<file path="config.mk">
export PLATFORM = sky130hd
export DESIGN_NAME = scan_dump_ctrl_flat
export DESIGN_NICKNAME = d
export VERILOG_FILES = /design/src/rtl/scan_dump_ctrl_if.sv /design/src/rtl/scan_dump_ctrl.sv /design/src/flat_wrapper.sv
export SDC_FILE = /design/constraint.sdc
export NUM_CORES = 1
export LEC_CHECK = 0
export ABC_AREA = 1
export BUFFER_PORTS_ARGS = -buffer_cell sky130_fd_sc_hd__buf_2
export CAP_MARGIN = 10
export CORE_UTILIZATION = 59
export CTS_CLUSTER_DIAMETER = 80
export DETAILED_ROUTE_END_ITERATION = 12
export PLACE_DENSITY = 0.81
export SKIP_CTS_REPAIR_TIMING = 1
export SLEW_MARGIN = 5
export SYNTH_ARGS = -nofsm -noshare
export SYNTH_HDL_FRONTEND = slang
export SYNTH_SLANG_ARGS = --single-unit
</file>
<file path="constraint.sdc">
create_clock -name clk -period 2.35 [get_ports clk]
set_input_delay 0 -clock clk [delete_from_list [all_inputs] [get_ports clk]]
set_output_delay 0 -clock clk [all_outputs]
set_load 0.1 [all_outputs]
</file>
<file path="src/rtl/scan_dump_ctrl_if.sv">
// Bundle of request, scan-chain and UART signals for the scan dump controller.
// The master modport is the driver side (run request, chains, UART status);
// the slave modport is the controller itself.
interface scan_dump_ctrl_if #(
  parameter int NCH   = 8,
  parameter int ERR_W = 3
);
  logic             start;
  logic             inj_err;
  logic [NCH-1:0]   chan_mask;
  logic [NCH-1:0]   ch_out;
  logic [NCH-1:0]   ch_out_vld;
  logic [NCH-1:0]   ch_out_done;
  logic             serial_busy;
  logic             err_en;
  logic [ERR_W-1:0] err_ctrl;
  logic             c_en;
  logic [NCH-1:0]   dump_en;
  logic             serial_en;
  logic [7:0]       serial_tx;
  logic             demo_done;

  modport master (
    output start, inj_err, chan_mask, ch_out, ch_out_vld, ch_out_done, serial_busy,
    input  err_en, err_ctrl, c_en, dump_en, serial_en, serial_tx, demo_done
  );

  modport slave (
    input  start, inj_err, chan_mask, ch_out, ch_out_vld, ch_out_done, serial_busy,
    output err_en, err_ctrl, c_en, dump_en, serial_en, serial_tx, demo_done
  );
endinterface

</file>
<file path="src/rtl/scan_dump_ctrl.sv">
// Capture/dump sequencer for shadow scan chains. A run optionally holds an
// error-injection window, pulses capture, then walks the masked chains and
// frames each chain's bits as bytes for a byte-wide UART:
//   header {A, ch}, data bytes (LSB-first, zero padded), {tflag, cnt[14:8]},
//   cnt[7:0]; the run ends with a 5A trailer byte.
// All outputs are registered; reset is asynchronous and abandons any frame.
module scan_dump_ctrl #(
  parameter int NCH        = 8,
  parameter int ERR_W      = 3,
  parameter int ERR_CYCLES = 4,
  parameter int TIMEOUT    = 1024
) (
  input logic            clk,
  input logic            rst,
  scan_dump_ctrl_if.slave bus
);

  localparam int CH_W  = (NCH > 1) ? $clog2(NCH) : 1;
  localparam int INJ_W = (ERR_CYCLES > 1) ? $clog2(ERR_CYCLES + 1) : 1;
  localparam int TO_W  = $clog2(TIMEOUT + 1);

  typedef enum logic [3:0] {
    S_IDLE, S_INJ, S_CAP, S_HDR, S_DUMP, S_DBYTE, S_CNTH, S_CNTL, S_TRAIL, S_DONE
  } state_t;

  state_t           r_state;
  state_t           w_state_nxt;

  logic             r_start_d;
  logic             r_inj;
  logic [NCH-1:0]   r_mask;
  logic [CH_W-1:0]  r_ch;
  logic [INJ_W-1:0] r_inj_cnt;
  logic [7:0]       r_shift;
  logic [3:0]       r_nbits;
  logic [14:0]      r_count;
  logic [TO_W-1:0]  r_idle;
  logic             r_tflag;
  logic             r_last;
  logic             r_guard;

  logic             r_err_en;
  logic [ERR_W-1:0] r_err_ctrl;
  logic             r_c_en;
  logic [NCH-1:0]   r_dump_en;
  logic             r_serial_en;
  logic [7:0]       r_serial_tx;
  logic             r_demo_done;

  logic             w_start_rise;
  logic             w_can_send;
  logic             w_send;
  logic [7:0]       w_tx_byte;
  logic             w_capture;
  logic             w_timeout;
  logic             w_bit;
  logic             w_done;
  logic             w_vld_act;
  logic [3:0]       w_ch4;
  logic [CH_W:0]    w_first;
  logic [CH_W:0]    w_next;
  logic [TO_W-1:0]  w_idle_inc;
  logic [NCH-1:0]   w_onehot;

  // Lowest set mask bit at index >= lo, returned as {found, index}.
  function automatic logic [CH_W:0] find_from(input logic [NCH-1:0] m, input int lo);
    logic [CH_W:0] res;
    res = {(CH_W + 1){1'b0}};
    for (int i = NCH - 1; i >= 0; i--) begin
      if (m[i] && (i >= lo)) begin
        res = {1'b1, CH_W'(i)};
      end
    end
    return res;
  endfunction

  assign w_start_rise = bus.start & ~r_start_d;
  // The strobe cycle and the cycle after it are blind to serial_busy.
  assign w_can_send   = ~bus.serial_busy & ~r_serial_en & ~r_guard;
  assign w_bit        = bus.ch_out[r_ch];
  assign w_done       = bus.ch_out_done[r_ch];
  // Only bits presented while the shift enable is actually high count.
  assign w_vld_act    = bus.ch_out_vld[r_ch] & r_dump_en[r_ch];
  assign w_ch4        = 4'(r_ch);
  assign w_first      = find_from(r_mask, 0);
  assign w_next       = find_from(r_mask, int'(r_ch) + 1);
  assign w_idle_inc   = r_idle + TO_W'(1);
  assign w_onehot     = {{(NCH - 1){1'b0}}, 1'b1} << r_ch;

  // Next-state, byte-send decision and the byte to send.
  always_comb begin
    w_state_nxt = r_state;
    w_send      = 1'b0;
    w_tx_byte   = 8'h00;
    w_capture   = 1'b0;
    w_timeout   = 1'b0;
    case (r_state)
      S_IDLE: begin
        if (w_start_rise) begin
          if (bus.inj_err) w_state_nxt = S_INJ;
          else             w_state_nxt = S_CAP;
        end else begin
          w_state_nxt = S_IDLE;
        end
      end
      S_INJ: begin
        if (r_inj_cnt == INJ_W'(ERR_CYCLES - 1)) w_state_nxt = S_CAP;
        else                                      w_state_nxt = S_INJ;
      end
      S_CAP: begin
        if (w_first[CH_W]) w_state_nxt = S_HDR;
        else               w_state_nxt = S_TRAIL;
      end
      S_HDR: begin
        if (w_can_send) begin
          w_send      = 1'b1;
          w_tx_byte   = {4'hA, w_ch4};
          w_state_nxt = S_DUMP;
        end else begin
          w_state_nxt = S_HDR;
        end
      end
      S_DUMP: begin
        if (w_vld_act) begin
          w_capture = 1'b1;
          if ((r_nbits == 4'd7) || w_done) w_state_nxt = S_DBYTE;
          else                             w_state_nxt = S_DUMP;
        end else if (w_idle_inc == TO_W'(TIMEOUT)) begin
          w_timeout = 1'b1;
          if (r_nbits != 4'd0) w_state_nxt = S_DBYTE;
          else                 w_state_nxt = S_CNTH;
        end else begin
          w_state_nxt = S_DUMP;
        end
      end
      S_DBYTE: begin
        if (w_can_send) begin
          w_send    = 1'b1;
          w_tx_byte = r_shift;
          if (r_last) w_state_nxt = S_CNTH;
          else        w_state_nxt = S_DUMP;
        end else begin
          w_state_nxt = S_DBYTE;
        end
      end
      S_CNTH: begin
        if (w_can_send) begin
          w_send      = 1'b1;
          w_tx_byte   = {r_tflag, r_count[14:8]};
          w_state_nxt = S_CNTL;
        end else begin
          w_state_nxt = S_CNTH;
        end
      end
      S_CNTL: begin
        if (w_can_send) begin
          w_send    = 1'b1;
          w_tx_byte = r_count[7:0];
          if (w_next[CH_W]) w_state_nxt = S_HDR;
          else              w_state_nxt = S_TRAIL;
        end else begin
          w_state_nxt = S_CNTL;
        end
      end
      S_TRAIL: begin
        if (w_can_send) begin
          w_send      = 1'b1;
          w_tx_byte   = 8'h5A;
          w_state_nxt = S_DONE;
        end else begin
          w_state_nxt = S_TRAIL;
        end
      end
      S_DONE:  w_state_nxt = S_IDLE;
      default: w_state_nxt = S_IDLE;
    endcase
  end

  // State register, per-chain datapath and registered output decode.
  always_ff @(posedge clk or posedge rst) begin
    if (rst) begin
      r_state     <= S_IDLE;
      r_start_d   <= 1'b1;  // a start held through reset is not an edge
      r_inj       <= 1'b0;
      r_mask      <= {NCH{1'b0}};
      r_ch        <= {CH_W{1'b0}};
      r_inj_cnt   <= {INJ_W{1'b0}};
      r_shift     <= 8'h00;
      r_nbits     <= 4'd0;
      r_count     <= 15'd0;
      r_idle      <= {TO_W{1'b0}};
      r_tflag     <= 1'b0;
      r_last      <= 1'b0;
      r_guard     <= 1'b0;
      r_err_en    <= 1'b0;
      r_err_ctrl  <= {ERR_W{1'b0}};
      r_c_en      <= 1'b0;
      r_dump_en   <= {NCH{1'b0}};
      r_serial_en <= 1'b0;
      r_serial_tx <= 8'h00;
      r_demo_done <= 1'b0;
    end else begin
      r_state     <= w_state_nxt;
      r_start_d   <= bus.start;
      r_guard     <= r_serial_en;
      r_serial_en <= w_send;
      if (w_send) r_serial_tx <= w_tx_byte;
      case (r_state)
        S_IDLE: begin
          if (w_start_rise) begin
            r_inj       <= bus.inj_err;
            r_mask      <= bus.chan_mask;
            r_demo_done <= 1'b0;
            r_inj_cnt   <= {INJ_W{1'b0}};
          end
        end
        S_INJ: r_inj_cnt <= r_inj_cnt + INJ_W'(1);
        S_CAP: r_ch <= w_first[CH_W-1:0];
        S_HDR: begin
          r_shift <= 8'h00;
          r_nbits <= 4'd0;
          r_count <= 15'd0;
          r_idle  <= {TO_W{1'b0}};
          r_tflag <= 1'b0;
          r_last  <= 1'b0;
        end
        S_DUMP: begin
          if (w_capture) begin
            r_shift[r_nbits[2:0]] <= w_bit;
            r_nbits <= r_nbits + 4'd1;
            if (r_count != 15'h7FFF) r_count <= r_count + 15'd1;
            r_idle <= {TO_W{1'b0}};
            if (w_done) r_last <= 1'b1;
          end else if (w_timeout) begin
            r_tflag <= 1'b1;
            r_last  <= 1'b1;
          end else begin
            r_idle <= w_idle_inc;
          end
        end
        S_DBYTE: begin
          if (w_send) begin
            r_shift <= 8'h00;
            r_nbits <= 4'd0;
          end
        end
        S_CNTL: begin
          if (w_send && w_next[CH_W]) r_ch <= w_next[CH_W-1:0];
        end
        S_DONE: begin
          r_demo_done <= 1'b1;
          if (r_inj) r_err_ctrl <= r_err_ctrl + ERR_W'(1);
        end
        default: begin
          r_inj <= r_inj;
        end
      endcase
      r_err_en  <= (w_state_nxt == S_INJ);
      r_c_en    <= (w_state_nxt == S_CAP);
      r_dump_en <= (w_state_nxt == S_DUMP) ? w_onehot : {NCH{1'b0}};
    end
  end

  assign bus.err_en    = r_err_en;
  assign bus.err_ctrl  = r_err_ctrl;
  assign bus.c_en      = r_c_en;
  assign bus.dump_en   = r_dump_en;
  assign bus.serial_en = r_serial_en;
  assign bus.serial_tx = r_serial_tx;
  assign bus.demo_done = r_demo_done;

endmodule
</file>
<file path="src/flat_wrapper.sv">
// flat-port wrapper written by rule: the top's interface ports become plain ports
module scan_dump_ctrl_flat 
#(
  parameter int NCH        = 8,
  parameter int ERR_W      = 3,
  parameter int ERR_CYCLES = 4,
  parameter int TIMEOUT    = 1024
)
  (clk, rst, bus_start, bus_inj_err, bus_chan_mask, bus_ch_out, bus_ch_out_vld, bus_ch_out_done, bus_serial_busy, bus_err_en, bus_err_ctrl, bus_c_en, bus_dump_en, bus_serial_en, bus_serial_tx, bus_demo_done);
  scan_dump_ctrl_if #(.NCH(NCH), .ERR_W(ERR_W)) bus_i ();
  input logic clk;
  input logic rst;
  input wire logic [$bits(bus_i.start)-1:0] bus_start;
  input wire logic [$bits(bus_i.inj_err)-1:0] bus_inj_err;
  input wire logic [$bits(bus_i.chan_mask)-1:0] bus_chan_mask;
  input wire logic [$bits(bus_i.ch_out)-1:0] bus_ch_out;
  input wire logic [$bits(bus_i.ch_out_vld)-1:0] bus_ch_out_vld;
  input wire logic [$bits(bus_i.ch_out_done)-1:0] bus_ch_out_done;
  input wire logic [$bits(bus_i.serial_busy)-1:0] bus_serial_busy;
  output wire logic [$bits(bus_i.err_en)-1:0] bus_err_en;
  output wire logic [$bits(bus_i.err_ctrl)-1:0] bus_err_ctrl;
  output wire logic [$bits(bus_i.c_en)-1:0] bus_c_en;
  output wire logic [$bits(bus_i.dump_en)-1:0] bus_dump_en;
  output wire logic [$bits(bus_i.serial_en)-1:0] bus_serial_en;
  output wire logic [$bits(bus_i.serial_tx)-1:0] bus_serial_tx;
  output wire logic [$bits(bus_i.demo_done)-1:0] bus_demo_done;
  assign bus_i.start = bus_start;
  assign bus_i.inj_err = bus_inj_err;
  assign bus_i.chan_mask = bus_chan_mask;
  assign bus_i.ch_out = bus_ch_out;
  assign bus_i.ch_out_vld = bus_ch_out_vld;
  assign bus_i.ch_out_done = bus_ch_out_done;
  assign bus_i.serial_busy = bus_serial_busy;
  assign bus_err_en = bus_i.err_en;
  assign bus_err_ctrl = bus_i.err_ctrl;
  assign bus_c_en = bus_i.c_en;
  assign bus_dump_en = bus_i.dump_en;
  assign bus_serial_en = bus_i.serial_en;
  assign bus_serial_tx = bus_i.serial_tx;
  assign bus_demo_done = bus_i.demo_done;
  scan_dump_ctrl #(.NCH(NCH), .ERR_W(ERR_W), .ERR_CYCLES(ERR_CYCLES), .TIMEOUT(TIMEOUT)) u_core (.clk(clk), .rst(rst), .bus(bus_i));
endmodule
</file>
==> impl_results.md <==
- Initial antenna violation count: 0
- RSZ-0062 raised after global routing: no
- Pins Over Slew Limit: 0
- Final nets: 797
- Total GRT Usage: 31.3%
- Row cnt: 33
- Hold_ws: 0.159 ns
- Mapped Cells: 660
- DR vias: approximately 4.9k
- Min cycle time layout: 2.15 ns
- Gr ovfl total: 0
- DPL Wire Length: 10.0 mm
- Syn nets: 712
- Worst Path Required: 2.62 ns
- Power per Cell Area: roughly 1200 mW/mm^2
- R2R Setup Slk: 0.20 ns
- Core Region: 0.00826 sq mm
- Synth top cells by count: 152 x nand2_1, 83 x dfrtp_1, 76 x inv_1, 65 x nor2_1, 58 x nand3_1
- CTS Root Cell: clkbuf_8
- Vias in the first global route: 4566
- Setup TNS: 0 ns
- Area grow syn2layout: 15.9%
- Post-synth top flop: dfrtp_1
- Syn Area/Cell: 7.63 sq um
- Clock-pin slew on the worst setup and hold paths: 0.09 ns
- CTS buffer count: 9
- Antenna diodes: 0
- Top-count cell post-synth: nand2_1
- Setup slack after layout: roughly 0.20 ns
- Sequential fraction of the synthesis area: 41.8%
- Initial Util: 61.0%
- Die width: 94.4 um
- PortBufs: 59
- Synth top area share: 41.2%
- Max Freq: 464 MHz
- Worst-Margin Slew: 0.516 ns
- CTS tree: built
- Clock sinks: 84
- Crit-path max FO: 8
- LEAKAGE: 2.90 nW
- Share of layout cells above drive strength 1: about a fifth
- First-pass GRT wire length: 21.6 mm
- Worst Skew: 0.0169 ns
- Pin count of the biggest net entering global routing: 38
- Number of flops mapped to enable cells by yosys: 0
- Tcrit/Tclk final: 91.7%
- DR WL/cell: 15.5 um
- Detailed Route Iter0 Violations: 405
- Routability cong.: just under 1
- Max Cap Viol: 0
- DRC: 0
- DRT antenna net count: 0
- Depth of the CTS H-tree: 3
- Status: complete, no violations
- Main area contributors after synthesis: dfrtp_1 41%, nand2_1 11%, nand3_1 5.8%, inv_1 5.7%, o21ai_0 5.3%
- Worst skew pair latency: 0.36 ns
- Die area: 0.00891 sq mm
- Final hold vios: 0
- Synth warnings: 0
- Total wire length: 13.3 mm
- Final setup vio count: 0
- HP Class: in -> async
- Max Buffers Root-to-Sink: 2
- Post-synthesis register bit count: 84
- Synth area leader: dfrtp_1
- Die Ht: 94.4 um
- Io pins: 60
- Synth Cell Area: 0.00504 sq mm
- Startpoint Class: flop
- Via/cell ratio: 5.74
- Worst slew margin: between 60% and 70%
- Setup WS pre-CTS: 0.0431 ns
- Async SR Flop Fraction: 100%
- Number of iterations in the first detailed-routing pass: 5
- Synth cell types: 45
- VDD IR-drop max: about 0.00086 V
- Crit Path Class: reg -> reg
- Worst Setup End Kind: flop
- CP Data Arrival Time: between 2 and 2.5 ns
-- cells in the final DEF, fill, tap and decap left out, types with 2 or more instances in the layout --
master           n
a21oi_1         12
a22oi_1          2
a31oi_1          4
buf_2           59
buf_4           20
clkbuf_8         9
clkinv_4         2
clkinvlp_4       3
dfrtp_1         83
dlygate4sd3_1   11
ha_1            13
inv_1           75
inv_2            4
nand2_1        152
nand2_2          8
nand2_4          2
nand3_1         58
nand3_2          3
nand3_4          2
nand4_1         17
nor2_1          64
nor2_2           4
nor2_4           3
nor3_1          15
nor3_2           9
nor4_1           3
o2111ai_1        4
o21ai_0         52
o21ai_1         10
o22ai_1         11
o31ai_1          6
or2_2            2
xnor2_1          4
xor2_1           5
-- worst max-delay path, cell delays in order, from the launching register on --
cell,delay [ns]
dfrtp_1,0.42
ha_2,0.22
ha_4,0.24
inv_1,0.08
nand2_1,0.07
nand3_2,0.10
nand2_2,0.07
nor2_4,0.12
nand3_2,0.09
nand2_2,0.08
inv_1,0.07
nor2_4,0.12
nand3_4,0.17
nor3_4,0.22
-- power by group --
part           total (mW)  switching [mW]  internal [mW]
combinational        3.99            2.85           1.14
sequential           2.18           0.355           1.83
clock               0.959           0.568          0.392
total                7.13            3.77           3.36
-- routing by layer --
metal | share of wire [%] | GRT usage (%) | up-vias
li1 | - | - | 2366
met3 | 5.5 | 3.86 | 19
met4 | 1.5 | 11.4 | 0
met2 | 50 | 52.4 | 194
met1 | 43 | 41.6 | 2328
met5 | 0 | 0 | -
-- stage by stage --
step	power (mW)	instances	util [%]	instance area (sq um)
after floorplan	5.13	660	-	5040
after global placement	5.91	828	66.8	5520
after detailed placement	6.03	828	66.8	5520
after CTS	6.99	844	69.0	5690
after global routing	7.61	855	70.7	5840
final	7.13	855	70.7	5840
-- cell families (layout without fill, tap and decap cells) --
kind of cell    count (synthesis)  in the layout  synth area share (%)
simple gates                  343            343                  31.7
compound gates                111            111                  12.7
buf+inv                        97            187                  8.30
flops                          84             84                  41.8
fa+ha+maj                      15             15                  3.73
xor+xnor                        9              9                  1.56
mux                             1              1                 0.224
-- flip-flops by register name, summed over array words and instances (netlist names) --
register              flops
u_core.r_inj              1
u_core.bus.c_en           1
u_core.r_last             1
u_core.r_start_d          1
u_core.bus.serial_tx      8
u_core.bus.serial_en      1
u_core.bus.demo_done      1
u_core.r_inj_cnt          3
u_core.r_nbits            4
u_core.r_idle            11
u_core.r_count           15
u_core.r_tflag            1
u_core.r_ch               3
u_core.r_state            4
u_core.bus.err_en         1
u_core.bus.err_ctrl       3
u_core.r_shift            8
u_core.r_mask             8
u_core.r_guard            1
u_core.bus.dump_en        8
-- worst paths after layout --
path | from | endpoint | depth (start not counted)
setup reg to reg | u_core.r_ch[0]$_DFFE_PP0P_ | u_core.bus.dump_en[1]$_DFF_PP0_ | 13
hold reg to reg | u_core.bus.serial_en$_DFF_PP0_ | u_core.r_guard$_DFF_PP0_ | 0
min in group clk | bus_ch_out[3] | u_core.r_shift[6]$_DFFE_PP0P_ | 6
hold / removal | rst | u_core.r_idle[5]$_DFFE_PP0P_ | 3
max in group asynchronous | rst | u_core.r_start_d$_DFF_PP1_ | 4
setup / recovery | u_core.r_ch[0]$_DFFE_PP0P_ | u_core.bus.dump_en[1]$_DFF_PP0_ | 13
-- area by class of cell --
type / count / area, sq um
clock buffers: 10 / 128
clock inverters: 6 / 48.8
fillers: 674 / 2420
inverters: 80 / 302
multi-input cells: 479 / 2550
flip-flops and latches: 84 / 2100
well taps: 105 / 131
repair buffers: 91 / 576
(Power assumes the default switching activity.)
